$ cat src/rtl/put_sequencer.sv
`default_nettype none
// +-----------------------------------------------------------------------------+
// | put_sequencer: serialises an opcode plus 0..3 operands into put/opcode words |
// | Rev 1.0                                                                      |
// +-----------------------------------------------------------------------------+
module put_sequencer #(
  parameter int D  = 8,
  parameter int CW = 16
) (
  input  logic          clk,
  input  logic          reset,
  input  logic          in_valid,
  output logic          in_ready,
  input  logic [1:0]    in_cnt,
  input  logic [D-1:0]  in_op,
  input  logic [D-1:0]  in_a0,
  input  logic [D-1:0]  in_a1,
  input  logic [D-1:0]  in_a2,
  output logic          out_valid,
  input  logic          out_ready,
  output logic [D:0]    out_code,
  output logic          out_last,
  output logic          busy,
  output logic [CW-1:0] bundles
);

  localparam logic [2:0] c_IDLE = 3'd0;
  localparam logic [2:0] c_PUT0 = 3'd1;
  localparam logic [2:0] c_PUT1 = 3'd2;
  localparam logic [2:0] c_PUT2 = 3'd3;
  localparam logic [2:0] c_OPC  = 3'd4;

  logic [2:0]    state_q, state_d;
  logic [1:0]    cnt_q;
  logic [D-1:0]  op_q, a0_q, a1_q, a2_q;
  logic [D:0]    code_q, code_d;
  logic          last_q, last_d;
  logic [CW-1:0] bundles_q;
  logic          w_hs;
  logic          w_accept;

  assign out_valid = (state_q != c_IDLE);
  assign w_hs      = out_valid && out_ready;
  // Accepting during the opcode handshake gives gapless back-to-back bundles.
  assign in_ready  = !reset && ((state_q == c_IDLE) || ((state_q == c_OPC) && out_ready));
  assign w_accept  = in_valid && in_ready;

  assign out_code = code_q;
  assign out_last = last_q;
  assign busy     = out_valid;
  assign bundles  = bundles_q;

  always_ff @(posedge clk or posedge reset) begin
    if (reset) begin
      state_q   <= c_IDLE;
      cnt_q     <= '0;
      op_q      <= '0;
      a0_q      <= '0;
      a1_q      <= '0;
      a2_q      <= '0;
      code_q    <= '0;
      last_q    <= 1'b0;
      bundles_q <= '0;
    end else begin
      state_q <= state_d;
      code_q  <= code_d;
      last_q  <= last_d;
      if (w_accept) begin
        cnt_q <= in_cnt;
        op_q  <= in_op;
        a0_q  <= in_a0;
        a1_q  <= in_a1;
        a2_q  <= in_a2;
      end
      if (w_hs && (state_q == c_OPC)) begin
        bundles_q <= bundles_q + 1'b1;
      end
    end
  end

  always_comb begin
    state_d = state_q;
    case (state_q)
      c_IDLE: if (w_accept) state_d = (in_cnt != 2'd0) ? c_PUT0 : c_OPC;
      c_PUT0: if (w_hs)     state_d = (cnt_q >= 2'd2) ? c_PUT1 : c_OPC;
      c_PUT1: if (w_hs)     state_d = (cnt_q == 2'd3) ? c_PUT2 : c_OPC;
      c_PUT2: if (w_hs)     state_d = c_OPC;
      c_OPC: begin
        if (w_hs) begin
          if (w_accept) state_d = (in_cnt != 2'd0) ? c_PUT0 : c_OPC;
          else          state_d = c_IDLE;
        end
      end
      default: state_d = c_IDLE;
    endcase
  end

  // The word register is loaded with the word belonging to the next state.
  always_comb begin
    code_d = code_q;
    last_d = last_q;
    if (w_accept) begin
      code_d = (in_cnt != 2'd0) ? {1'b1, in_a0} : {1'b0, in_op};
      last_d = (in_cnt == 2'd0);
    end else if (w_hs) begin
      case (state_d)
        c_PUT1:  begin code_d = {1'b1, a1_q}; last_d = 1'b0; end
        c_PUT2:  begin code_d = {1'b1, a2_q}; last_d = 1'b0; end
        c_OPC:   begin code_d = {1'b0, op_q}; last_d = 1'b1; end
        default: begin code_d = '0;           last_d = 1'b0; end
      endcase
    end
  end

endmodule
`default_nettype wire
$ cat config.mk
export PLATFORM = sky130hd
export DESIGN_NAME = put_sequencer
export DESIGN_NICKNAME = d
export VERILOG_FILES = /design/src/rtl/put_sequencer.sv
export SDC_FILE = /design/constraint.sdc
export NUM_CORES = 1
export LEC_CHECK = 0
export CAP_MARGIN = 10
export CORE_MARGIN = 2
export CORE_UTILIZATION = 50
export CTS_CLUSTER_SIZE = 30
export DETAILED_ROUTE_END_ITERATION = 8
export PLACE_DENSITY_LB_ADDON = 0.3
export SLEW_MARGIN = 30
export SYNTH_ARGS = -nofsm -noshare
export SYNTH_HDL_FRONTEND = slang
export SYNTH_SLANG_ARGS = --single-unit
$ cat constraint.sdc
create_clock -name clk -period 4.71 [get_ports clk]
set_clock_uncertainty 0.1 [all_clocks]
set_input_delay 0.942 -clock clk [delete_from_list [all_inputs] [get_ports clk]]
set_output_delay 0.942 -clock clk [all_outputs]
set_load 0.05 [all_outputs]
==> flow_summary_export.csv, run 1 <==
group,metric,value,unit
die,core_area,0.005405,mm2
global_route,grt_pass1_vias,1964,
timing,tightestPinTransition,0.7097,ns
placed_design,port_buffers,66,
timing,final-hold-violation-count,0,
route,firstDrtPassIters,4,
route,wl_met3,383,um
power,p_per_area,619.3,mW/mm2
die,die_w,78.32,um
cells_and_area,areaGrowthSynthToFinish,27.96,%
synth,synth_mux_area_share,14.45,%
cells_and_area,drive_above_1_share,17.26,%
synth,syn_inst,246,
synth,synth_seq_cells,55,
synth,synth_area_leaders,"dfrtp_1, mux2_2, xnor2_1",
synth,synth-edff-count,0,
timing,rsz0062_at_grt,"false",
critical_path,critPathLaunch,"out_ready",
synth,syn-cell-area,0.002761,mm2
timing,fin_crit,3.936,ns
route,wl_met1,2.651,mm
global_route,track_usage,20.24,%
global_route,grt_max_degree,38,
placed_design,dpl.hpwl,4.192,mm
clocking,clk_pin_slew,0.09,ns
synth,synthSimpleGateAreaFrac,16.27,%
power,p_leak,1.470,nW
clocking,cts-root-buf,"clkbuf_8",
synth,yosysTopAreaCell,"dfrtp_1",
clocking,cts.sinks,55,
synth,synth-compound-area-share,11.28,%
worst_hold_path,min_path_type,"reg2reg",
outcome,status,"complete, no violations",
synth,yosysMostFrequentCell,"dfrtp_1",
clocking,clockBufferDepth,2,
cells_and_area,multi_input_area,0.001304,mm2
clocking,cts_resized,0,
placed_design,dp_slack,0.7803,ns
route,wl_met2,2.901,mm
synth,syn-num-nets,285,
clocking,h-tree-depth,2,
synth,ys_warn_count,0,
critical_path,critPathArrivalTime,2.89,ns
die,row_count,27,
cells_and_area,num_antenna_cells,0,
route,first_iter_violations,109,
timing,finalMaxSlewViolations,0,
timing,fin_crit_sh,83.57,%
critical_path,cp-start-kind,"input port",
clocking,hold_buffers,0,
route,vias,2078,
timing,max_slew_margin,52.62,%
clocking,cts_buffers,5,
clocking,insertion_delay,0.30,ns
route,wl_per_cell,15.85,um
flow_run,drv_cap,0,
clocking,cts_setup_buffers,0,
critical_path,r2r-end,"out_code[2]",
critical_path,cp-end-kind,"output port",
synth,yosysTopAreaCellShare,49.84,%
route,viasPerCell,5.483,
die,start_util,51.09,%
critical_path,r2r_slack,2.21,ns
die,io_pins,67,
critical_path,reg2reg_depth,6,
synth,ys_seq_area_share,49.84,%
timing,max_freq,0.2540,GHz
synth,synth_xor_area_share,4.758,%
placed_design,place_congestion,0.8660,
cells_and_area,fillers,436,
critical_path,worstPathMaxFanout,11,
route,antenna_left,0,
clocking,cts_tree,"done",
timing,tns,0,ns
cells_and_area,fin_nets,347,
critical_path,required,3.67,ns
critical_path,path_class,"in2out",
global_route,grt_antenna_before_repair,0,
die,die_h,78.32,um
die,die_area,0.006133,mm2
timing,setup_ws,0.7737,ns
route,routed.top_layer,"met4",
critical_path,endpoint,"in_ready",
synth,async_flop_share,100.0,%
synth,synth_fa_ha_area_share,0.4531,%
global_route,grt_first_pass_wirelength,9.639,mm
route,drcViolationCount,0,
global_route,grt_overflow,0,
synth,synth_flop_cell,"dfrtp_1",
synth,synth_top_family_by_area,"simple AND/OR/NAND/NOR gates",
power,max-vdd-ir-drop,0.3910,mV
synth,synth_common_cells,"dfrtp_1, mux2_2, nand2_1, o21ai_0, xnor2_1",
synth,yosys.cell_types.count,42,
timing,finalSetupViolations,0,
cells_and_area,regArea,0.001376,mm2
critical_path,worst_r2r_startpoint,"state_q[2]",
synth,syn_area_per_cell,11.23,um2
route,drt-total-wl,6.007,mm
==> cells in the final DEF, fill, tap and decap left out, types with 2 or more instances in the layout <==
cell             count
nand3_1              4
o21ai_2              8
dfrtp_1             55
clkdlybuf4s50_1     66
mux2_2              27
xor2_1               4
or2_1                8
o21ai_0             11
nor3_1               3
mux2i_1              8
nor2_1               5
nand2b_1             3
nand4_1              5
and3_1               9
buf_4                3
xnor2_1             11
and3b_2              2
nor2b_1              3
nor3b_1              8
o41ai_1              8
nand2_1             23
a21oi_1              9
clkbuf_8             5
==> worst min path at each step <==
stage / to / start / depth (start not counted) / slack [ns]
5_1_grt: bundles[15] / bundles[15] / 1 / 0.42
3_3_place_gp: bundles[15] / bundles[15] / 1 / 0.36
3_5_place_dp: bundles[15] / bundles[15] / 1 / 0.38
6_report: bundles[15] / bundles[15] / 1 / 0.39
4_1_cts: bundles[15] / bundles[15] / 1 / 0.39
2_1_floorplan: a2_q[0] / a2_q[0] / 1 / 0.38
==> layout make-up <==
| type | count | share of cell area (%) |
|---|---|---|
| repair buffers | 69 | 19.33 |
| multi-input cells | 175 | 36.90 |
| flip-flops and latches | 55 | 38.95 |
| clock buffers | 6 | 2.054 |
| well taps | 72 | 2.550 |
| inverters | 2 | 0.2125 |
==> worst max-delay path: stages <==
cell	delay, ns
clkdlybuf4s50_1	0.52
nor2b_1	0.60
nor3_1	0.11
clkdlybuf4s50_1	0.72
==> where the power goes <==
group / total (W) / switching, W / leakage [nW] / internal (W)
sequential: 0.000791 / 0.000129 / 0.682 / 0.000662
clock: 0.000238 / 0.000139 / 0.0371 / 0.0000996
combinational: 0.00116 / 0.000663 / 0.751 / 0.000496
total: 0.00219 / 0.000931 / 1.47 / 0.00126
==> state kept, by name (all words and copies together) (netlist names) <==
signal    count
bundles      16
out_code      9
a1_q          8
a2_q          8
op_q          8
state_q       3
cnt_q         2
out_last      1
==> layer usage <==
| layer | up-vias | global-route usage, % |
|---|---|---|
| met5 | - | 0 |
| met4 | 0 | 6.667 |
| met3 | 5 | 5.172 |
| met2 | 69 | 31.90 |
| met1 | 1007 | 27.49 |
| li1 | 997 | - |
==> logic make-up (layout without fill, tap and decap cells) <==
kind of cell / count (synthesis) / in the layout
flip-flops: 55 / 55
multiplexers: 36 / 36
buffers and inverters: 16 / 77
AND/OR/NAND/NOR: 79 / 79
XOR/XNOR: 15 / 15
AO/OA/AOI/OAI: 44 / 44
adder cells (fa/ha/maj): 1 / 1
==> stage by stage <==
stage	instances	instance area (um2)	hold WS (ns)	power [W]	util, %
2_1_floorplan	246	2761	0.3787	0.001658	-
3_3_place_gp	373	3461	0.3567	0.001937	64.03
3_5_place_dp	373	3461	0.3809	0.001966	64.03
4_1_cts	379	3533	0.3948	0.002207	65.37
5_1_grt	379	3533	0.4153	0.002323	65.37
6_report	379	3533	0.3918	0.002188	65.37
(Power assumes the default switching activity.)
==> inputs of run 2 (changes only) <==
Settings changed: CORE_UTILIZATION 50 to 49.
Clock period 4.71 ns to 4 ns, I/O delays scaled along.
==> run 2 against run 1 <==
  * Cell area rose by 0.99%
  * Via count barely moved
  * Hold slack got worse by 0.0082 ns
  * Critical path depth did not move
  * Register-to-register slack got worse by 0.62 ns
  * Wire length rose by 0.80%
  * Combinational power rose by 19%
  * Clock power rose by 39%
  * Die area rose by 1.9%
  * Critical path type unchanged
  * Highest routed layer unchanged
==> flow_summary_export.csv, run 2 (synthesized netlist as in run 1, its figures left out) <==
group,metric,value,unit
timing,finalMaxSlewViolations,0,
power,max-vdd-ir-drop,0.5714,mV
placed_design,place_congestion,0.8647,
critical_path,worst-path-buf-inv,2,
critical_path,critPathTopFamily,"buffers and inverters",
clocking,cts_resized,0,
clocking,h-tree-depth,2,
timing,setup_ws,0.5747,ns
global_route,grt_overflow,0,
critical_path,path_class,"in2out",
clocking,cts_tree,"done",
global_route,track_usage,20.03,%
route,viasPerCell,5.445,
critical_path,cp_slowest_cell,"clkdlybuf4s50_1",
timing,max_freq,0.2919,GHz
placed_design,port_buffers,66,
timing,max_slew_margin,46.11,%
clocking,cts.sinks,55,
route,drcViolationCount,0,
route,first_iter_violations,154,
clocking,cts_buffers,5,
route,firstDrtPassIters,4,
timing,tns,0,ns
clocking,clk_pin_slew,0.09,ns
route,drt-total-wl,6.055,mm
placed_design,place_area,0.003468,mm2
cells_and_area,drive_above_1_share,18.06,%
outcome,status,"complete, no violations",
clocking,insertion_delay,0.31,ns
route,wl_per_cell,15.85,um
cells_and_area,areaGrowthSynthToFinish,29.23,%
cells_and_area,final_area,0.003568,mm2
placed_design,dpl.hpwl,4.317,mm
cells_and_area,layout_commonest_cell,"clkdlybuf4s50_1",
worst_hold_path,min_path_type,"reg2reg",
critical_path,cp-start-kind,"input port",
die,die_w,79.07,um
cells_and_area,largest_register_ff_count,16,
die,core_area,0.005473,mm2
timing,finalSetupViolations,0,
critical_path,crit_chain,"clkdlybuf4s50_1 -> nor2b_1 -> nor3_1 -> clkdlybuf4s50_1",
critical_path,critPathArrivalTime,2.53,ns
die,start_util,50.46,%
power,p_per_area,742.1,mW/mm2
die,io_pins,67,
die,row_count,27,
clocking,hold_buffers,0,
route,vias,2080,
cells_and_area,multi_input_area,0.001304,mm2
timing,tightestPinTransition,0.8054,ns
timing,fin_crit_sh,85.63,%
global_route,grt_max_degree,38,
global_route,grt_antenna_before_repair,0,
cells_and_area,num_antenna_cells,0,
clocking,cts-root-buf,"clkbuf_8",
die,die_area,0.006252,mm2
cells_and_area,fillers,478,
critical_path,cpMostUsedCell,"clkdlybuf4s50_1",
critical_path,required,3.10,ns
clocking,cts_setup_buffers,0,
placed_design,dp_slack,0.5848,ns
clocking,clockBufferDepth,2,
critical_path,worstPathMaxFanout,8,
cells_and_area,final_cell_mix,"clkdlybuf4s50_1, dfrtp_1, mux2_2",
cells_and_area,fin_nets,348,
route,antenna_left,0,
timing,final-hold-violation-count,0,
global_route,grt_first_pass_wirelength,9.763,mm
die,die_h,79.07,um
timing,fin_crit,3.425,ns
flow_run,drv_cap,0,
power,p_leak,1.489,nW
timing,rsz0062_at_grt,"false",
global_route,grt_pass1_vias,2034,
critical_path,cp-end-kind,"output port",
cells_and_area,regArea,0.001376,mm2
critical_path,critPathMaxStageDelay,0.83,ns
run 2: cell type report:
class	count	share of cell area [%]
Clock buffer	8	2.805
Inverter	2	0.2104
Multi-Input combinational cell	175	36.54
Sequential cell	55	38.57
Tap cell	72	2.525
Timing Repair Buffer	70	19.35
run 2: power by group:
group / switching (W) / internal, W
clock network: 0.000171 / 0.000158
registers: 0.000159 / 0.000780
logic: 0.000792 / 0.000587
total: 0.00112 / 0.00153
run 2: metrics by stage:
stage | hold slack [ns] | utilization [%] | std cells | total power, W
detailed placement | 0.3689 | 63.37 | 374 | 0.002331
CTS | 0.3865 | 65.20 | 382 | 0.002664
finish | 0.3836 | 65.20 | 382 | 0.002648
global route | 0.4133 | 65.20 | 382 | 0.002803
global placement | 0.3567 | 63.37 | 374 | 0.002289
floorplan | 0.3787 | - | 246 | 0.001953
run 2: layer usage:
layer | track usage (%) | wire [um]
met5 | 0 | 0
met1 | 28.61 | 2817
met4 | 5.345 | 87
met3 | 3.977 | 275
met2 | 31.44 | 2875
run 2: final timing paths:
check                                  from     endpoint  slack (ns)  depth (start not counted)
worst min-delay path            bundles[15]  bundles[15]        0.38                          1
worst max register to register   state_q[1]  out_code[7]        1.59                          5
min in group asynchronous             reset     out_last        0.87                          2
worst min register to register  bundles[15]  bundles[15]        0.38                          1
max in group asynchronous             reset      a2_q[0]        2.16                          3
worst max-delay path              out_ready     in_ready        0.57                          4
run 2: worst register-to-register path: cells and delay by family, from the launching register on:
| family | cells | cell delay (ns) |
|---|---|---|
| compound gates | 3 | 0.97 |
| flops | 1 | 0.48 |
| simple gates | 2 | 0.75 |
